===== src/rtl/freq_meter.sv =====
// Gated-window frequency counter: counts synchronized rising edges of SigIn over
// GATE_CYCLES clocks and reports once per window. Define FREQ_AVG_EN for a 4-window average.
module freq_meter #(
  parameter int unsigned GATE_CYCLES = 40_000_000,
  parameter int unsigned CNT_W       = 16
) (
  input  logic             Clk,
  input  logic             Rst_n,
  input  logic             En,
  input  logic             SigIn,
  output logic [CNT_W-1:0] Freq,
  output logic             Valid,
  output logic             Ovf,
  output logic             Busy
);

  localparam int unsigned GW = (GATE_CYCLES > 2) ? $clog2(GATE_CYCLES) : 1;

  localparam logic [1:0] S_IDLE   = 2'd0;
  localparam logic [1:0] S_GATE   = 2'd1;
  localparam logic [1:0] S_REPORT = 2'd2;

  localparam logic [GW-1:0]    GATE_LAST = GW'(GATE_CYCLES - 1);
  localparam logic [CNT_W-1:0] CNT_MAX   = '1;

  logic             sync1_q, sync2_q, prev_q;
  logic             edge_ev;
  logic [1:0]       state_q, state_d;
  logic [GW-1:0]    gate_q, gate_d;
  logic [CNT_W-1:0] cnt_q, cnt_d, cnt_next;
  logic             pend_q, pend_d, pend_next;
  logic [CNT_W-1:0] freq_q, freq_d;
  logic             ovf_q, ovf_d;
  logic             valid_q, valid_d;

`ifdef FREQ_AVG_EN
  logic [CNT_W-1:0] hist_q [4];
  logic [CNT_W-1:0] hist_d [4];
  logic [3:0]       hovf_q, hovf_d;
  logic [CNT_W+1:0] hsum;
`endif

  always_comb begin
    edge_ev   = sync2_q & ~prev_q;
    cnt_next  = cnt_q;
    pend_next = pend_q;
    if (edge_ev) begin
      if (cnt_q == CNT_MAX) pend_next = 1'b1;
      else                  cnt_next  = cnt_q + 1'b1;
    end

    state_d = state_q;
    gate_d  = gate_q;
    cnt_d   = cnt_q;
    pend_d  = pend_q;
    freq_d  = freq_q;
    ovf_d   = ovf_q;
    valid_d = 1'b0;
`ifdef FREQ_AVG_EN
    for (int unsigned i = 0; i < 4; i++) hist_d[i] = hist_q[i];
    hovf_d = hovf_q;
    hsum   = '0;
`endif

    case (state_q)
      S_IDLE: begin
        gate_d = '0;
        cnt_d  = '0;
        pend_d = 1'b0;
        if (En) begin
          state_d = S_GATE;
`ifdef FREQ_AVG_EN
          for (int unsigned i = 0; i < 4; i++) hist_d[i] = '0;
          hovf_d = '0;
`endif
        end
      end
      S_GATE: begin
        if (!En) begin
          state_d = S_IDLE;
          gate_d  = '0;
          cnt_d   = '0;
          pend_d  = 1'b0;
        end else begin
          cnt_d  = cnt_next;
          pend_d = pend_next;
          // Result is registered on the way into REPORT so Freq is already
          // current while Valid is high, including a final-cycle edge.
          if (gate_q == GATE_LAST) begin
            state_d = S_REPORT;
            gate_d  = '0;
            valid_d = 1'b1;
`ifdef FREQ_AVG_EN
            hist_d[0] = cnt_next;
            hist_d[1] = hist_q[0];
            hist_d[2] = hist_q[1];
            hist_d[3] = hist_q[2];
            hovf_d    = {hovf_q[2:0], pend_next};
            hsum      = (CNT_W+2)'(cnt_next) + (CNT_W+2)'(hist_q[0])
                      + (CNT_W+2)'(hist_q[1]) + (CNT_W+2)'(hist_q[2]);
            freq_d    = hsum[CNT_W+1:2];
            ovf_d     = |hovf_d;
`else
            freq_d    = cnt_next;
            ovf_d     = pend_next;
`endif
          end else begin
            gate_d = gate_q + 1'b1;
          end
        end
      end
      S_REPORT: begin
        gate_d = '0;
        pend_d = 1'b0;
        if (En) begin
          state_d = S_GATE;
          cnt_d   = CNT_W'(edge_ev);
        end else begin
          state_d = S_IDLE;
          cnt_d   = '0;
        end
      end
      default: begin
        state_d = S_IDLE;
        gate_d  = '0;
        cnt_d   = '0;
        pend_d  = 1'b0;
      end
    endcase
  end

  always_ff @(posedge Clk) begin
    if (!Rst_n) begin
      sync1_q <= 1'b0;
      sync2_q <= 1'b0;
      prev_q  <= 1'b0;
      state_q <= S_IDLE;
      gate_q  <= '0;
      cnt_q   <= '0;
      pend_q  <= 1'b0;
      freq_q  <= '0;
      ovf_q   <= 1'b0;
      valid_q <= 1'b0;
`ifdef FREQ_AVG_EN
      for (int unsigned i = 0; i < 4; i++) hist_q[i] <= '0;
      hovf_q <= '0;
`endif
    end else begin
      sync1_q <= SigIn;
      sync2_q <= sync1_q;
      prev_q  <= sync2_q;
      state_q <= state_d;
      gate_q  <= gate_d;
      cnt_q   <= cnt_d;
      pend_q  <= pend_d;
      freq_q  <= freq_d;
      ovf_q   <= ovf_d;
      valid_q <= valid_d;
`ifdef FREQ_AVG_EN
      for (int unsigned i = 0; i < 4; i++) hist_q[i] <= hist_d[i];
      hovf_q <= hovf_d;
`endif
    end
  end

  assign Freq  = freq_q;
  assign Valid = valid_q;
  assign Ovf   = ovf_q;
  assign Busy  = (state_q != S_IDLE);

endmodule


===== config.mk =====
export PLATFORM = sky130hd
export DESIGN_NAME = freq_meter
export DESIGN_NICKNAME = d
export VERILOG_FILES = /design/src/rtl/freq_meter.sv
export SDC_FILE = /design/constraint.sdc
export NUM_CORES = 1
export LEC_CHECK = 0
export ABC_AREA = 1
export CELL_PAD_IN_SITES_DETAIL_PLACEMENT = 0
export CELL_PAD_IN_SITES_GLOBAL_PLACEMENT = 1
export CORE_MARGIN = 8
export CORE_UTILIZATION = 37
export DETAILED_ROUTE_END_ITERATION = 10
export PLACE_DENSITY_LB_ADDON = 0.1
export RECOVER_POWER = 50
export SLEW_MARGIN = 15
export SYNTH_ARGS = -nofsm -noshare
export SYNTH_HDL_FRONTEND = slang
export SYNTH_SLANG_ARGS = --single-unit
export TNS_END_PERCENT = 10

===== constraint.sdc =====
create_clock -name Clk -period 1.5 [get_ports Clk]
set_input_delay 0.45 -clock Clk [delete_from_list [all_inputs] [get_ports Clk]]
set_output_delay 0.45 -clock Clk [all_outputs]
set_load 0.005 [all_outputs]

After elaboration in Yosys (flattened, before gate mapping)
Cells that the tools add are included.

storage, ports and cells
  register bits = 66
  input bits = 4
  logic and storage cells = 42

cells by class
  add/sub/neg operators = 2
  equal/unequal tests = 6
  muxes and demuxes = 13
  bitwise gates (word level) = 5
  reduce and logical (&&, ||, !) cells = 6

operators with widths
  operator                                              count
  two-way mux 16 bit                                    3
  case mux 16 bit (2 select lines)                      1
  adder 26 x 1 -> 26 bit (second input constant)        1
  equality test 26 bit (second input constant)          1
  adder 16 x 1 -> 16 bit (second input constant)        1
  equality test 16 bit (second input constant)          1
  two-way mux 2 bit                                     3
  case mux 2 bit (3 select lines)                       1
  AND reduction 3 bit                                   2
  two-way mux 1 bit                                     5
  NOT 1 bit                                             4
  OR reduction 4 bit                                    1
  inequality test 3 bit (second input constant)         1
  equality test 2 x 1 -> 1 bit (second input constant)  1
  equality test 2 bit (second input constant)           1
  logical NOT 2 bit                                     1
  inequality test 2 bit (second input constant)         1
  AND reduction 2 bit                                   1
  nonzero test 2 bit                                    1
  AND 1 bit                                             1

Depth between registers and ports, before layout
Gate-level depths: netlist (run 1).

  word-level depth = 5
  mapped depth = 11
  gate-level depth less buffers = 11

Worst setup path after synthesis (run 1)
OpenSTA, ideal clock, no wires.

  path type = reg2reg
  start point = register gate_q[0]
  end point = register freq_q[12] (netlist: Freq[12])
  setup time = 0.116 ns
  data arrival time = 1.518 ns
  data required time = 1.384 ns
  slack = -0.134 ns
  stages on the path, launching flop included = 10
  path buffers = 1
  period minus slack after synthesis = 1.634 ns
  path through = dfxtp_1 -> ha_1 -> nand2_1 -> nor2_2 -> nand2_2 -> nor2_4 -> nand3_1 -> buf_2 -> nor2_1 -> nor2_1

on the way
  word-level cells in the longest chain between the ends = 2

RTL lines
  element                               line  RTL
  start, declared                       29    logic [GW-1:0] gate_q, gate_d;
  start signal, assigned                153   gate_q <= gate_d;
  equality test 26 bit                  89    if (gate_q == GATE_LAST) begin
  AND reduction 3 bit (no source line)  --
  end signal, assigned                  156   freq_q <= freq_d;
  end, declared                         32    logic [CNT_W-1:0] freq_q, freq_d;

Every way passes these cells.
A chain may end at the register's enable or synchronous reset.

Worst setup path after layout (run 1)
  start point = register gate_q[0]
  end point = register freq_q[7] (netlist: Freq[7])

The elaborated chain is that of the path after synthesis.

==> results of run 1 <==
[logic make-up (layout without fill, tap and decap cells)]
| group | after synthesis | in the layout | synth area share, % |
|---|---|---|---|
| XOR/XNOR | 10 | 10 | 2.66 |
| flip-flops | 66 | 66 | 40.1 |
| adder cells (fa/ha/maj) | 6 | 6 | 2.28 |
| AND/OR/NAND/NOR | 312 | 312 | 39.9 |
| AO/OA/AOI/OAI | 47 | 47 | 7.13 |
| buffers and inverters | 65 | 192 | 7.93 |
[final cells by class]
class	instances	area (um^2)	share of cell area [%]
Clock buffer	10	128	2.70
Clock inverter	5	80.1	1.70
Inverter	58	218	4.61
Multi-Input combinational cell	375	1880	39.8
Sequential cell	66	1330	28.2
Tap cell	108	135	2.86
Timing Repair Buffer	119	950	20.1
[sequential cells by signal (all words and copies together) (netlist names)]
register	count
gate_q	26
Freq	16
sync2_q	1
pend_q	1
sync1_q	1
cnt_q	16
state_q	2
prev_q	1
Ovf	1
Valid	1
[worst max-delay path, stage by stage, from the launching register on]
cell and delay, ns:
dfxtp_2 0.36, ha_4 0.15, nand2_4 0.05, nor2_4 0.14
nand2_4 0.08, nor2_4 0.13, nand2_4 0.08, nor2_4 0.22
buf_6 0.16, buf_4 0.11, a21oi_2 0.04
[per-layer routing]
metal | global-route usage (%) | part of all wire, % | up-vias
met1 | 17.1 | 46 | 1560
li1 | - | - | 1843
met3 | 2.65 | 1.9 | 23
met2 | 27.8 | 49 | 29
met5 | 0 | 0 | -
met4 | 8.20 | 3.1 | 0
[cells in the final DEF (no fill, tap or decap), types with 9 or more instances in the layout]
| master | synthesis | routed |
|---|---|---|
| buf_4 | 2 | 90 |
| nand4_1 | 12 | 12 |
| nand2_1 | 150 | 145 |
| dlygate4sd2_1 | 0 | 18 |
| a21oi_1 | 30 | 28 |
| nor2_1 | 90 | 80 |
| nor3_1 | 13 | 11 |
| dfxtp_1 | 66 | 59 |
| inv_1 | 58 | 56 |
| o21ai_0 | 17 | 10 |
| clkbuf_8 | 0 | 9 |
| nand3_1 | 30 | 25 |
[report_power, final]
group	internal [mW]	switching, mW
logic	0.0714	0.0857
clock network	0.924	0.716
registers	1.76	0.00557
total	2.76	0.807
[synth_stat cells]
library cell,instances
a21oi_1,30
and2_1,1
buf_2,2
buf_4,2
buf_6,1
clkbuf_1,2
dfxtp_1,66
ha_1,6
inv_1,58
nand2_1,150
nand2_2,2
nand3_1,30
nand3b_1,6
nand4_1,12
nor2_1,90
nor2_2,2
nor2_4,2
nor3_1,13
nor3b_1,2
o21ai_0,17
or2_2,2
xnor2_1,2
xor2_1,8
[through the flow]
stage | std cells | hold slack, ns
2_1_floorplan | 506 | 0.390
3_3_place_gp | 719 | 0.394
3_5_place_dp | 719 | 0.398
4_1_cts | 738 | 0.416
5_1_grt | 741 | 0.458
6_report | 741 | 0.416
[timing repair]
| action | in CTS | in global routing |
|---|---|---|
| endpoints found under the setup margin | 77 | 64 |
| pin swaps | 8 | 12 |
| gates cloned | 1 | 0 |
| gates resized for setup | 53 | 24 |
| setup buffers | 3 | 3 |
[path summary, 6_finish.rpt]
kind	start	endpoint
worst min register to register	sync1_q$_SDFF_PN0_	sync2_q$_SDFF_PN0_
worst max register to register	gate_q[0]$_SDFF_PP0_	Freq[7]$_SDFFE_PN0P_
worst max-delay path	gate_q[0]$_SDFF_PP0_	Freq[7]$_SDFFE_PN0P_
worst min-delay path	sync1_q$_SDFF_PN0_	sync2_q$_SDFF_PN0_
==> impl_metrics.py, run 1 <==
metrics = {
    "run_status": {
        "run_status": "complete, but fails checks",
        "violated_checks": "setup timing",
    },
    "grt": {
        "globalRoute.totalOverflow": 0,
        "grt_pass1_wl_um": 16000,
        "grt_start_max_net_pins": 22,
        "first_global_vias": 3499,
        "antenna_found_initial": 0,
        "overall_routing_resource_usage_pct": 15.5,
    },
    "placement": {
        "pre_cts_slack_ns": -0.276,
        "port-buffer-count": 22,
        "place.gp.congestion": 0.886,
        "post-dp-hpwl_um": 7110,
        "dpl_cell_area_mm2": 0.00432,
    },
    "floorplan": {
        "num_io_pins": 23,
        "fp.dieW_um": 110,
        "num_rows": 34,
        "design.core.area_mm2": 0.00868,
        "die_h_um": 110,
        "initial_standard_cell_utilization_of_the_core_pct": 38.0,
        "overall_die_area_mm2": 0.0122,
    },
    "timing": {
        "final_report_hold_violation_count": 0,
        "period_share_pct": 108,
        "postLayoutSetupSlackWorst_ns": -0.113,
        "final.min_clock_period_ns": 1.61,
        "worst_slew_margin_rel_pct": 76.5,
        "timing.clock.skew_ns": 0.00623,
        "finalSetupTns_ns": -1.74,
        "grt_setup_unrepaired": "yes",
        "clock.fmax_ghz": 0.620,
        "finalSetupViolations": 30,
        "tightest_slew_ns": 0.349,
        "report.final.slew_viol_count": 0,
    },
    "clock_tree": {
        "tritoncts_clock_tree": "yes",
        "clk_transition_reported_paths_ns": 0.07,
        "clockRootBuffer": "clkbuf_8",
        "htree_depth": 3,
        "cts-buffers-inserted": 9,
        "postCtsHoldBufs": 0,
        "cts-root-to-sink-buffers": 2,
        "clock_sink_count": 66,
        "worstSkewPairLatency_ns": 0.35,
    },
    "worst_hold_path": {
        "worstHoldPathType": "reg2reg",
        "timing.hold.worst_path_depth": 2,
    },
    "route": {
        "first_pass_iters": 4,
        "remaining_drc_errors": 0,
        "route.final.wire_length_um": 9290,
        "drt.antenna.violating_nets": 0,
        "dr.first_iter.drc_count": 89,
        "route.detailed.vias_per_inst": 4.66,
        "avgRoutedWirePerCell_um": 12.5,
        "routed-via-count": 3455,
    },
    "critical_path": {
        "worstRegToRegCells": 10,
        "cp_data_arrival_time_ns": 1.86,
        "critical_path_class": "reg2reg",
        "path_max_fanout": 7,
        "cp-start-kind": "register",
        "reg2reg_setup_slack_ns": -0.11,
        "cp_data_required_time_ns": 1.75,
        "critical_path.endpoint_type": "register",
    },
    "synth": {
        "mappedNetlistNets": 516,
        "synthDistinctLibCells": 23,
        "synth_seq_cells": 66,
        "ys_top_cells_by_area": "dfxtp_1 (40%), nand2_1 (17%), nor2_1 (10%), inv_1 (6.6%), a21oi_1 (4.6%)",
        "ys_seq_area_share_pct": 40.1,
        "synthCells": 506,
        "syn-mean-instance-area_um2": 6.52,
        "post-synth-top-area-cell": "dfxtp_1",
        "synth.top_cell.area_share_pct": 40.1,
        "yosysWarnings": 0,
        "synthesis.area_mm2": 0.00330,
    },
    "finish": {
        "area_delta_synth_final_pct": 43.1,
        "filler_cells": 902,
        "fraction_of_layout_instances_using_a_drive_strength_above_1_pct": 24.6,
        "end_of_flow_core_utilization_pct": 54.4,
        "num_antenna_cells": 0,
        "finalNetCount": 639,
        "fin_area_mm2": 0.00472,
    },
    "pwr": {
        "leakage_nw": 2.04,
        "totalPowerFinal_mw": 3.56,
        "power_density_over_the_cells_mw_per_mm2": 755,
        "vdd_ir_drop_max_mv": 0.401,
    },
    "job": {
        "cap_viol_max_count": 0,
    },
}
Note: power is estimated with default switching activity, not from simulation.
==> inputs of run 2 (changes only) <==
- PLACE_DENSITY_LB_ADDON: 0.1 -> 0.12
==> impl_metrics.py, run 2 (synthesized netlist as in run 1, its figures left out) <==
metrics = {
    "placement": {
        "post-dp-hpwl_um": 7060,
        "pre_cts_slack_ns": -0.284,
        "place.gp.congestion": 0.853,
        "port-buffer-count": 22,
    },
    "finish": {
        "filler_cells": 888,
        "leading_cell_type_in_the_layout_fill_and_taps_excluded": "nand2_1",
        "layout_common_cells": "nand2_1 (142), buf_4 (92), nor2_1 (77), dfxtp_1 (58), inv_1 (53)",
        "finalNetCount": 643,
        "max_flop_register": "gate_q",
        "area_delta_synth_final_pct": 46.7,
        "fraction_of_layout_instances_using_a_drive_strength_above_1_pct": 28.2,
        "flip_flop_count_of_the_largest_register_all_copies_and_words_added": 26,
        "num_antenna_cells": 0,
        "end_of_flow_core_utilization_pct": 55.7,
    },
    "clock_tree": {
        "clock_sink_count": 66,
        "cts-buffers-inserted": 9,
        "worstSkewPairLatency_ns": 0.34,
        "clk_transition_reported_paths_ns": 0.07,
        "clockRootBuffer": "clkbuf_8",
        "tritoncts_clock_tree": "yes",
        "htree_depth": 3,
        "cts-root-to-sink-buffers": 2,
    },
    "grt": {
        "grt_start_max_net_pins": 23,
        "globalRoute.totalOverflow": 0,
        "first_global_vias": 3371,
        "grt_pass1_wl_um": 15300,
        "antenna_found_initial": 0,
        "overall_routing_resource_usage_pct": 15.2,
    },
    "timing": {
        "final.min_clock_period_ns": 1.58,
        "period_share_pct": 105,
        "postLayoutSetupSlackWorst_ns": -0.0814,
        "finalSetupViolations": 14,
        "final_report_hold_violation_count": 0,
        "timing.clock.skew_ns": 0.0130,
        "worst_slew_margin_rel_pct": 74.7,
        "report.final.slew_viol_count": 0,
        "grt_setup_unrepaired": "yes",
        "tightest_slew_ns": 0.379,
        "clock.fmax_ghz": 0.632,
    },
    "route": {
        "route.final.wire_length_um": 9340,
        "route.detailed.vias_per_inst": 4.68,
        "avgRoutedWirePerCell_um": 12.5,
        "first_pass_iters": 4,
        "dr.first_iter.drc_count": 114,
        "remaining_drc_errors": 0,
        "drt.antenna.violating_nets": 0,
        "routed-via-count": 3488,
    },
    "critical_path": {
        "critical_path.endpoint_type": "register",
        "critical_path_class": "reg2reg",
        "cp_data_required_time_ns": 1.73,
        "worst_path_largest_cell_delay_ns": 0.33,
        "cp_data_arrival_time_ns": 1.81,
        "cpMaxStageDelayCell": "dfxtp_2",
        "cp_cell_sequence": "ha_2 > nand2_1 > nor2_1 > nand2_2 > buf_6 > nor2_4 > buf_6 > nand3_2 > nand2_1 > nand3_2 > nor2_1 > nor2_1",
        "path_max_fanout": 5,
        "reg2reg_setup_slack_ns": -0.08,
        "crit_top_cell": "nor2_1",
        "cp-start-kind": "register",
    },
    "pwr": {
        "vdd_ir_drop_max_mv": 0.427,
        "seq_power_share_pct": 51.6,
        "combinationalPowerShare_pct": 4.9,
        "power.share.clock_pct": 43.5,
        "leakage_nw": 2.11,
        "power_density_over_the_cells_mw_per_mm2": 707,
        "cellInternalPower_mw": 2.64,
        "swShare_pct": 22.7,
        "totalPowerFinal_mw": 3.42,
        "netSwitchingPower_mw": 0.776,
    },
    "worst_hold_path": {
        "worstHoldPathType": "reg2reg",
    },
    "run_status": {
        "violated_checks": "setup timing",
        "run_status": "complete, but fails checks",
    },
    "floorplan": {
        "fp.dieW_um": 110,
        "overall_die_area_mm2": 0.0122,
        "num_rows": 34,
        "die_h_um": 110,
        "num_io_pins": 23,
        "initial_standard_cell_utilization_of_the_core_pct": 38.0,
        "design.core.area_mm2": 0.00868,
    },
    "job": {
        "cap_viol_max_count": 0,
    },
}
==> run 2: cell types whose count changed in the layout (fill, tap and decap cells not counted), sizes merged <==
cell / before / now
clkbuf: 10 / 12
buf: 98 / 101
bufinv: 2 / 1
clkinv: 1 / 4
clkinvlp: 2 / 0
==> run 2: layout make-up <==
cell class	instances	area, um^2	share of cell area [%]
multi-input cells	375	1950	40.2
inverters	58	218	4.50
repair buffers	123	1010	20.9
well taps	108	135	2.79
clock inverters	5	53.8	1.11
clock buffers	11	141	2.92
flip-flops and latches	66	1330	27.5
==> run 2: timing repair <==
item | in CTS | in global routing
hold buffers | 0 | 0
pin swaps | 10 | 15
buffers inserted | 1 | 3
gates resized for setup | 40 | 54
endpoints found under the setup margin | 58 | 54
==> run 2: critical path: cells and delay by family, from the launching register on <==
family,cells,cell delay [ns]
adders and majority gates,1,0.17
buffers and inverters,2,0.25
and+or+nand+nor,9,0.72
DFF,1,0.33
==> run 2: power by group through the flow <==
stage	clock network [mW]	registers (mW)	logic (mW)
2_1_floorplan	0	1.81	0.0702
3_3_place_gp	0	1.80	0.150
3_5_place_dp	0	1.81	0.152
4_1_cts	1.54	1.76	0.154
5_1_grt	1.61	1.76	0.185
6_report	1.49	1.76	0.167
==> run 2: final timing paths <==
path / startpoint / endpoint / cells past startpoint
min reg2reg: sync1_q$_SDFF_PN0_ / sync2_q$_SDFF_PN0_ / 2
max reg2reg: cnt_q[1]$_SDFF_PN0_ / Freq[14]$_SDFFE_PN0P_ / 12
max: cnt_q[1]$_SDFF_PN0_ / Freq[14]$_SDFFE_PN0P_ / 12
min: sync1_q$_SDFF_PN0_ / sync2_q$_SDFF_PN0_ / 2
==> run 2: per-layer routing <==
layer	wire [um]	GRT usage [%]	share of wire (%)	vias to the layer above
met5	0	0	0	-
met2	5050	29.3	54	43
met3	287	3.41	3.1	10
li1	-	-	-	1856
met1	3910	15.1	42	1579
met4	91	6.04	0.97	0
==> run 2: per-stage QoR <==
stage                     hold slack (ns)  area (um^2)  instances  TNS (ns)
after floorplan                     0.390         3330        506    -0.138
final                               0.413         4840        746    -0.428
after global placement              0.407         4400        726     -9.60
after CTS                           0.416         4650        743    -0.862
after detailed placement            0.400         4400        726    -10.70
after global routing                0.463         4840        746     -3.78
==> inputs of run 3 (changes only) <==
- ABC_AREA: 1 -> default
==> impl_metrics.py, run 3 <==
metrics = {
    "grt": {
        "grt_util_met2_pct": 23.5,
        "overall_routing_resource_usage_pct": 13.9,
        "grt_start_max_net_pins": 25,
        "globalRoute.totalOverflow": 0,
        "antenna_found_initial": 0,
        "grt_pass1_wl_um": 12700,
        "global_route.usage.met1_pct": 16.1,
        "global_route.usage.met3_pct": 3.15,
        "first_global_vias": 2738,
        "global_route.peak_usage_layer": "met2",
    },
    "route": {
        "first_pass_iters": 4,
        "remaining_drc_errors": 0,
        "route.detailed.vias_per_inst": 4.86,
        "drt.antenna.violating_nets": 0,
        "route.final.wire_length_um": 7660,
        "avgRoutedWirePerCell_um": 13.7,
        "routed-via-count": 2711,
        "dr.first_iter.drc_count": 77,
    },
    "clock_tree": {
        "htree_depth": 3,
        "cts-buffers-inserted": 9,
        "tritoncts_clock_tree": "yes",
        "worstSkewPairLatency_ns": 0.34,
        "clk_transition_reported_paths_ns": 0.08,
        "clock_sink_count": 66,
        "clockRootBuffer": "clkbuf_8",
        "postCtsHoldBufs": 0,
        "cts-root-to-sink-buffers": 2,
    },
    "finish": {
        "fraction_of_layout_instances_using_a_drive_strength_above_1_pct": 37.7,
        "max_flop_register": "gate_q",
        "end_of_flow_core_utilization_pct": 55.0,
        "layout_common_cells": "buf_4 (85), nor2_1 (52), dfxtp_1 (51), nand4_1 (20), nand2_1 (19)",
        "area_delta_synth_final_pct": 47.4,
        "leading_cell_type_in_the_layout_fill_and_taps_excluded": "buf_4",
        "finalNetCount": 458,
        "filler_cells": 763,
        "num_antenna_cells": 0,
        "flip_flop_count_of_the_largest_register_all_copies_and_words_added": 26,
    },
    "pwr": {
        "power.share.clock_pct": 44.1,
        "cellInternalPower_mw": 2.75,
        "power_density_over_the_cells_mw_per_mm2": 808,
        "seq_power_share_pct": 49.3,
        "leakage_nw": 1.79,
        "vdd_ir_drop_max_mv": 0.599,
        "swShare_pct": 23.2,
        "netSwitchingPower_mw": 0.830,
        "combinationalPowerShare_pct": 6.6,
    },
    "synth": {
        "ys_top_cells_by_area": "dfxtp_1 (44%), nor2_1 (7.1%), xor2_1 (5.0%), nand4_1 (4.2%), xnor2_1 (4.1%)",
        "synthCells": 330,
        "asyncSetResetFlopFracSynth_pct": 0,
        "post-synth-top-area-cell": "dfxtp_1",
        "synth_seq_cells": 66,
        "mappedNetlistNets": 340,
        "synth-edff-count": 0,
        "yosysWarnings": 0,
        "synth.top_cell.area_share_pct": 43.9,
        "synth_commonest_cells": "dfxtp_1 (66), nor2_1 (57), nand4_1 (20), nand2_1 (19), xor2_1 (17)",
        "yosys.cell_count.top_type": "dfxtp_1",
        "ys_seq_area_share_pct": 43.9,
        "synthesis.area_mm2": 0.00301,
        "synthFlopType": "dfxtp_1",
        "synthDistinctLibCells": 48,
        "syn-mean-instance-area_um2": 9.11,
    },
    "worst_hold_path": {
        "worstHoldPathType": "reg2reg",
        "timing.hold.worst_path_depth": 1,
    },
    "critical_path": {
        "path_max_fanout": 9,
        "cp_data_required_time_ns": 1.74,
        "critical_path.endpoint_type": "register",
        "cp_data_arrival_time_ns": 1.95,
        "critical_path_class": "reg2reg",
        "worst_path_largest_cell_delay_ns": 0.36,
        "cpMaxStageDelayCell": "dfxtp_4",
        "cp-start-kind": "register",
        "cp_cell_sequence": "ha_4 > nand4_1 > or2_4 > nor4_4 > buf_6 > mux2i_1 > nor2_1",
        "worstRegToRegCells": 7,
    },
    "timing": {
        "grt_setup_unrepaired": "yes",
        "tightest_slew_ns": 0.358,
        "finalSetupViolations": 52,
        "postLayoutSetupSlackWorst_ns": -0.216,
        "clock.fmax_ghz": 0.583,
        "fin_hold_ws_ns": 0.438,
        "period_share_pct": 114,
        "report.final.slew_viol_count": 0,
        "timing.clock.skew_ns": 0.00816,
        "final.min_clock_period_ns": 1.72,
        "final_report_hold_violation_count": 0,
        "worst_slew_margin_rel_pct": 76.1,
    },
    "placement": {
        "port-buffer-count": 22,
        "post-dp-hpwl_um": 5640,
        "place.gp.congestion": 0.825,
    },
    "floorplan": {
        "overall_die_area_mm2": 0.0113,
        "initial_standard_cell_utilization_of_the_core_pct": 37.3,
        "design.core.area_mm2": 0.00805,
        "num_rows": 33,
        "die_h_um": 106,
        "fp.dieW_um": 106,
        "num_io_pins": 23,
    },
    "run_status": {
        "run_status": "complete, but fails checks",
        "violated_checks": "setup timing",
    },
    "job": {
        "cap_viol_max_count": 0,
    },
}
-- run 3: layout make-up --
type	count	area (um^2)	share of cell area, %
Clock buffer	10	149	3.36
Clock inverter	6	63.8	1.44
Inverter	9	33.8	0.762
Multi-Input combinational cell	245	1740	39.3
Sequential cell	66	1350	30.4
Tap cell	105	131	2.96
Timing Repair Buffer	117	968	21.9
-- run 3: cell families (layout without fill, tap and decap cells) --
kind of cell	after synthesis	in the layout	share of synthesized area [%]
and+or+nand+nor	160	160	30.6
xor gates and xnor gates	31	31	9.03
adders and majority gates	6	6	2.50
buffers and inverters	19	142	3.08
muxes	4	4	1.41
AOI/OAI and AO/OA	44	44	9.45
DFF	66	66	43.9
-- run 3: worst max-delay path: cells and delay by family (launching register included) --
| kind | cells | cell delay (ns) |
|---|---|---|
| AND/OR/NAND/NOR | 4 | 0.77 |
| buffers and inverters | 1 | 0.18 |
| flip-flops | 1 | 0.36 |
| multiplexers | 1 | 0.18 |
| adder cells (fa/ha/maj) | 1 | 0.13 |
-- run 3: power by group through the flow --
stage               clock [mW]  combinational [mW]  sequential, mW
CTS                       1.61               0.200            1.77
detailed placement           0               0.198            1.81
global placement             0               0.197            1.81
finish                    1.58               0.236            1.77
global route              1.70               0.256            1.77
floorplan                    0              0.0842            1.81
-- run 3: timing repair --
item                       in CTS  in global routing
pin swaps                       7                 19
setup endpoints to repair      75                 60
setup buffers                   0                  2
gates resized for setup        51                 25
cloned                          0                  3
-- run 3: worst paths after layout --
path | from | to | slack [ns]
worst max register to register | gate_q[1]$_SDFF_PP0_ | Freq[12]$_SDFFE_PN0P_ | -0.22
worst min-delay path | sync1_q$_SDFF_PN0_ | sync2_q$_SDFF_PN0_ | 0.44
worst max-delay path | gate_q[1]$_SDFF_PP0_ | Freq[12]$_SDFFE_PN0P_ | -0.22
worst min register to register | sync1_q$_SDFF_PN0_ | sync2_q$_SDFF_PN0_ | 0.44
-- run 3: stage by stage --
stage | cells | TNS [ns] | area [um^2] | worst slack [ns] | power, mW
after detailed placement | 537 | -17.08 | 4010 | -0.469 | 2.00
final | 558 | -7.73 | 4430 | -0.216 | 3.58
after CTS | 553 | -9.05 | 4280 | -0.240 | 3.58
after floorplan | 330 | -7.62 | 3040 | -0.248 | 1.89
after global routing | 558 | -12.51 | 4430 | -0.286 | 3.73
after global placement | 537 | -16.30 | 4010 | -0.440 | 2.00
-- run 3: routing by layer --
layer / part of all wire, % / up-vias
li1: - / 1411
met1: 45 / 1249
met2: 49 / 34
met3: 2.7 / 17
met4: 2.9 / 0
met5: 0 / -
